**src/rtl/data_mem_responder.sv**
```systemverilog
// Data-port responder: 240-byte RAM, button event capture, display FIFO.
// Ports: CLK/RESET, CPU ADDR/WDATA/MW/RD/DIN, BTN_IN, DISP_VALID/DATA/READY.
module data_mem_responder #(
  parameter int FIFO_DEPTH = 4,
  parameter int BTN_W = 4
) (
  input  logic             CLK,
  input  logic             RESET,
  input  logic [7:0]       ADDR,
  input  logic [7:0]       WDATA,
  input  logic             MW,
  input  logic             RD,
  output logic [7:0]       DIN,
  input  logic [BTN_W-1:0] BTN_IN,
  output logic             DISP_VALID,
  output logic [7:0]       DISP_DATA,
  input  logic             DISP_READY
);
  localparam int PW = $clog2(FIFO_DEPTH);
  localparam int CW = PW + 1;
  localparam logic [CW-1:0] FULL_CNT = CW'(FIFO_DEPTH);
  localparam logic [7:0] RAM_TOP = 8'hF0;
  localparam logic [7:0] A_STATUS = 8'hF0;
  localparam logic [7:0] A_BTN = 8'hF1;
  localparam logic [7:0] A_PUSH = 8'hF2;
  localparam logic [7:0] A_DROP = 8'hF3;

  logic [7:0] ram [0:239];
  logic [7:0] fifo [0:FIFO_DEPTH-1];

  logic [PW-1:0] wr_ptr;
  logic [PW-1:0] rd_ptr;
  logic [CW-1:0] count;
  logic [BTN_W-1:0] btn_prev;
  logic [BTN_W-1:0] mask;
  logic [BTN_W-1:0] rise;
  logic pending;
  logic [7:0] drop_cnt;

  logic empty;
  logic full;
  logic push;
  logic pop;
  logic fifo_wr;
  logic drop;
  logic btn_rd;
  logic ram_wr;
  logic [7:0] mask_ext;
  logic [7:0] status;

  assign ram_wr = MW & (ADDR < RAM_TOP);
  assign empty = (count == '0);
  assign full = (count == FULL_CNT);
  assign push = MW & (ADDR == A_PUSH);
  assign pop = ~empty & DISP_READY;
  // A pop in the same cycle frees the slot a full push needs.
  assign fifo_wr = push & (~full | pop);
  assign drop = push & full & ~pop;
  assign btn_rd = RD & (ADDR == A_BTN);
  assign rise = BTN_IN & ~btn_prev;

  assign DISP_VALID = ~empty;
  assign DISP_DATA = fifo[rd_ptr];

  always_comb begin
    mask_ext = '0;
    mask_ext[BTN_W-1:0] = mask;
  end

  assign status = {5'b0, pending, empty, full};

  always_comb begin
    DIN = '0;
    unique case (1'b1)
      (ADDR < RAM_TOP):    DIN = ram[ADDR];
      (ADDR == A_STATUS):  DIN = status;
      (ADDR == A_BTN):     DIN = mask_ext;
      (ADDR == A_DROP):    DIN = drop_cnt;
      default:             DIN = '0;
    endcase
  end

  always_ff @(posedge CLK) begin
    if (ram_wr) ram[ADDR] <= WDATA;
  end

  always_ff @(posedge CLK) begin
    if (fifo_wr) fifo[wr_ptr] <= WDATA;
  end

  always_ff @(posedge CLK or posedge RESET) begin
    if (RESET) begin
      wr_ptr <= '0;
      rd_ptr <= '0;
      count <= '0;
    end else begin
      if (fifo_wr) wr_ptr <= wr_ptr + 1'b1;
      if (pop) rd_ptr <= rd_ptr + 1'b1;
      unique case ({fifo_wr, pop})
        2'b10:   count <= count + 1'b1;
        2'b01:   count <= count - 1'b1;
        default: count <= count;
      endcase
    end
  end

  always_ff @(posedge CLK or posedge RESET) begin
    if (RESET) begin
      drop_cnt <= '0;
    end else if (MW & (ADDR == A_DROP)) begin
      drop_cnt <= '0;
    end else if (drop & (drop_cnt != 8'hFF)) begin
      drop_cnt <= drop_cnt + 1'b1;
    end
  end

  // A read-clear keeps any edge arriving in the same cycle.
  always_ff @(posedge CLK or posedge RESET) begin
    if (RESET) begin
      btn_prev <= '0;
      mask <= '0;
      pending <= 1'b0;
    end else begin
      btn_prev <= BTN_IN;
      if (btn_rd) begin
        mask <= rise;
        pending <= |rise;
      end else if (|rise) begin
        mask <= mask | rise;
        pending <= 1'b1;
      end
    end
  end
endmodule

```
**config.mk**
```make
export PLATFORM = sky130hd
export DESIGN_NAME = data_mem_responder
export DESIGN_NICKNAME = d
export VERILOG_FILES = /design/src/rtl/data_mem_responder.sv
export SDC_FILE = /design/constraint.sdc
export NUM_CORES = 2
export LEC_CHECK = 0
export BUFFER_PORTS_ARGS = -buffer_cell sky130_fd_sc_hd__buf_2
export CAP_MARGIN = 25
export CORE_ASPECT_RATIO = 1.25
export CORE_MARGIN = 4
export CORE_UTILIZATION = 35
export DETAILED_ROUTE_END_ITERATION = 6
export PLACE_DENSITY = 0.53
export SYNTH_ARGS = -nofsm -noshare
export SYNTH_HDL_FRONTEND = slang
export SYNTH_SLANG_ARGS = --single-unit
```
**constraint.sdc**
```tcl
create_clock -name CLK -period 6.81 [get_ports CLK]
set_input_delay 1.362 -clock CLK [delete_from_list [all_inputs] [get_ports CLK]]
set_output_delay 1.362 -clock CLK [all_outputs]
set_load 0.005 [all_outputs]
```
* After elaboration in Yosys (flattened, before gate mapping) *
Memory sizes are Yosys's and may differ from the RTL's.
Cells that the tools add are included.

storage, ports and cells
  input port bits = 25
  logic and storage cells = 56
  bits in writable memories = 1,952
  flip-flop bits (word level) = 24
  latch bits = 0
  memory bits (read-only) = 0
  output and inout bits = 17
  memories kept = 2

memories
  name  words  width  read ports  clocked after memory_dff  wr ports  RTL line  RTL
  ram   240    8      1           0                         1         28        logic [7:0] ram [0:239];
  fifo  4      8      1           0                         1         29        logic [7:0] fifo [0:FIFO_DEPTH-1];

operators by class
  multipliers = 0
  order comparisons = 1
  muxes and demuxes = 12
  reductions and logical operators = 5
  bitwise logic cells = 16
  shift-type cells = 0
  $add $sub $neg = 5
  div/mod/pow operators = 0
  eq/ne operators = 8

operator list
  cell                                               count
  == test 8 bit, second input constant               4
  case mux 8 bit (4 select lines)                    1
  two-way mux 8 bit                                  2
  bitwise AND 1 bit                                  9
  adder 8 x 1 -> 8 bit, second input constant        1
  less-than comparator 8 bit, second input constant  1
  two-way mux 4 bit                                  2
  != test 8 bit, second input constant               1
  two-way mux 1 bit                                  6
  case mux 3 bit (2 select lines)                    1
  nonzero test 2 bit                                 3
  adder 2 x 1 -> 2 bit, second input constant        2
  bitwise AND 4 bit                                  1
  inverter 4 bit                                     1
  OR 4 bit                                           1
  OR reduction 4 bit                                 1
  adder 3 x 1 -> 3 bit, second input constant        1
  == test 3 bit, second input constant               1
  zero test 3 bit                                    1
  inverter 1 bit                                     3
  subtractor 3 x 1 -> 3 bit, second input constant   1
  == test 2 x 1 -> 1 bit, second input constant      1
  == test 2 bit, second input constant               1
  OR 1 bit                                           1

* Logic depth before layout (Yosys ltp) *
  depth after elaboration = 8
  depth in mapped cells = 14

* Worst setup path before layout *
No wires, ideal clock.

  path type = input-to-output
  start = in ADDR[1]
  end = out DIN[2]
  arrival time = 3.335 ns
  setup slack = 2.113 ns
  stages on the path = 11
  path buffers = 6
  cell sequence = buf_2 -> buf_6 -> buf_6 -> buf_6 -> buf_2 -> buf_2 -> mux4_2 -> a22oi_1 -> nand4_1 -> o31ai_1 -> o2111ai_1

on the way
  cells in the longest elaborated chain, start to end = 2
  elaborated cells on any way between the ends = 6
  classes of those cells = order compare: 1; eq/ne: 3; mux: 1; memory: 1

RTL lines
  element                                                  RTL line  RTL
  from (decl)                                              9         input logic [7:0] ADDR,
  memory read (240 x 8 bit), or another cell as far along  n/a
  case mux 8 bit (4 select lines) *                        74        unique case (1'b1)
  to (decl)                                                13        output logic [7:0] DIN,

Every way passes the cells marked *; elsewhere a longest branch is shown, timed or not.

* Final worst setup path *
  start = in ADDR[0]
  end = out DIN[2]

Same word-level chain as after synthesis.

==> flow_summary.ini <==
[worst_setup_path]
arrival_ps = 5140
path_delay_family = buffers and inverters
crit_top_cell = buf_4
path_buf_inv = 5
critPathMaxStageDelay_ps = 600
crit_fanout = 52
slowest_stage = buf_4
critical_path_class = input port to output port
worstSetupEndpointType = output port
cp-start-kind = input port
worst_ep_required_time_ps = 5450
path_cells = buf_8, buf_4, mux4_2, mux2i_1, buf_4, nand2_1, nand4_1, nand2_1, o21ai_0, o2111ai_1, buf_4, buf_2

[timing]
max_freq_mhz = 154
slew_headroom_pct = 20.0
post-route-min-period_ps = 6500
fin_tns_setup_ps = 0
hold_viol_final = 0
rsz0062_at_grt = no
fin_skew_ps = 10.8
tightest_slew_ps = 1200
whs_ps = 404
fin_crit_sh_pct = 95.5
setup_violations = 0
finalMaxSlewViolations = 0

[floorplan]
die_h_um = 532
initial_core_util_pct = 35.2
ioPinCount = 42
fp.dieW_um = 427
rows = 192
core-area_um2 = 219000
dieArea_um2 = 227000

[synthesis]
seq_area_frac_synth_pct = 76.9
synth-main-ff-cell = edfxtp_1
synth_area_um2 = 77000
yosysUniqueCellTypes = 66
synth-xor-area-share_pct = 0.125
netlist.area_leader.share_pct = 76.2
synth_area_leaders = edfxtp_1 (76%), mux4_2 (13%), mux2i_1 (1.5%), nor2_1 (1.4%), dfrtp_1 (0.78%)
synth_mux_area_share_pct = 15.2
avgSynthCellArea_um2 = 20.9
ys_async_sr_fraction_pct = 1.21
synth_top_family_by_area = multiplexers
ys_seq_elements = 1976
syn-num-nets = 3715
synth_compound_area_share_pct = 2.67
synthCells = 3683
synth_edf_count = 1952
yosys.area.top_type = edfxtp_1
synth_warnings = 0
synth-simple-area-share_pct = 3.28
synth_adder_area_share_pct = 0.124

[detailed_routing]
route.detailed.drc = 0
ant_nets = 0
via_per_inst = 5.47
routed_wl_um = 212000
avgRoutedWirePerCell_um = 30.5
via_count = 37900
drt_iter0_markers = 4074
dr.pass1.iters = 6

[grt]
grt_pass1_vias = 39200
grt_pass1_wl_um = 302000
grt_overflow_total = 0
grt_antenna_before_repair = 4
grt_max_degree = 201
track_usage_pct = 18.5

[final_layout]
fill_cells = 19400
final_cell_mix = edfxtp_1 (1952), mux4_2 (449), nor2_1 (292)
area_growth_syn_to_layout_pct = 13.7
final_common_cell = edfxtp_1
num-nets-final = 3900
drive_gt1_share_pct = 23.2

[clock_tree]
path_clk_slew_ps = 60
cts_resized = 0
post_cts_buffers = 0
hold_buffers = 0
clock_path_buffers = 3
cts_sinks = 1976
clock-root-buffer = clkbuf_16
numCtsBuffers = 197
clk_latency_ps = 830
cts_tree = built
cts_htree_levels = 4

[power]
cellLeakagePower_nw = 27.1
ir_drop_mv = 0.194
powerDensity_nw_per_um2 = 290

[outcome]
outcome = finished clean

[min_path]
hold_class = input port to async pin

[flow_run]
max_cap_violations = 0

[placed_design]
io_buffers = 41
gp_congestion = 0.818
dp_hpwl_um = 132000
layout make-up:
cell class | count | area, µm² | share of cell area (%)
clock inverter | 114 | 1010 | 1.15
inverter | 13 | 51.3 | 0.0586
timing repair buffer | 204 | 1940 | 2.22
tap | 2910 | 3640 | 4.16
sequential | 1976 | 59200 | 67.7
antenna | 5 | 12.5 | 0.0143
multi-input combinational | 1476 | 16500 | 18.8
clock buffer | 243 | 5140 | 5.88
cell families after synthesis:
group	count (synthesis)
AOI/OAI and AO/OA	294
xor gates and xnor gates	11
adders and majority gates	7
buffers and inverters	231
DFF	1976
muxes	587
and+or+nand+nor	577
worst register-to-register path: stages, from the launching register on:
cell and delay [ps]:
dfrtp_1 380, inv_1 100, and3_1 280, nand2b_1 170
nor2b_1 250, inv_1 100, ha_1 180, inv_1 60
fa_1 380, xor2_1 150, nor2_1 110, xor2_1 150
synthesized netlist by cell type, types with 15 or more instances:
cell,instances
o21ai_0,28
o22ai_1,48
a22oi_1,73
nand3_1,51
buf_4,38
mux4_2,449
a21oi_1,33
buf_2,83
dfrtp_1,24
nand2_1,131
clkbuf_1,68
a211oi_1,22
nor2_1,293
nor2b_1,19
mux2i_1,112
edfxtp_1,1952
a32oi_1,18
mux2_2,15
power by group:
group | internal [mW] | switching, mW
combinational | 0.511 | 0.891
sequential | 13.4 | 0.0420
clock | 5.89 | 4.61
total | 19.8 | 5.54
per-layer routing:
metal / vias up / global-route usage [%] / wire length [µm] / part of all wire (%)
met1: 20500 / 24.0 / 83900 / 40
met4: 0 / 7.00 / 8500 / 4.0
li1: 15700 / - / - / -
met5: - / 0 / 0 / 0
met2: 1370 / 31.2 / 107000 / 51
met3: 352 / 3.18 / 12300 / 5.8
sequential cells by signal, summed over array words and instances (netlist names):
register,cells
mask,4
count,3
fifo,32
wr_ptr,2
ram,1920
btn_prev,4
drop_cnt,8
rd_ptr,2
pending,1
worst paths after layout:
| path | start | to | slack [ps] | cells past startpoint |
|---|---|---|---|---|
| setup / recovery | ADDR[0] | DIN[2] | 310 | 12 |
| hold / removal | RESET | count[0] | 400 | 2 |
| setup reg to reg | count[1] | count[2] | 4410 | 11 |
| hold reg to reg | btn_prev[2] | mask[2] | 450 | 1 |
| max in group asynchronous | RESET | drop_cnt[7] | 6050 | 3 |
| min in group CLK | btn_prev[2] | mask[2] | 450 | 1 |
through the flow:
step	utilization [%]	total power, mW	cell area, µm²	setup WS, ps	instances
floorplan	-	14.4	77000	2110	3683
global placement	37.1	15.1	81200	229	6569
detailed placement	37.1	15.1	81300	217	6576
CTS	39.9	25.6	87400	209	6933
global route	40.0	26.1	87500	100	6937
finish	40.0	25.3	87500	310	6941
Power figures use the tool's default switching activity.
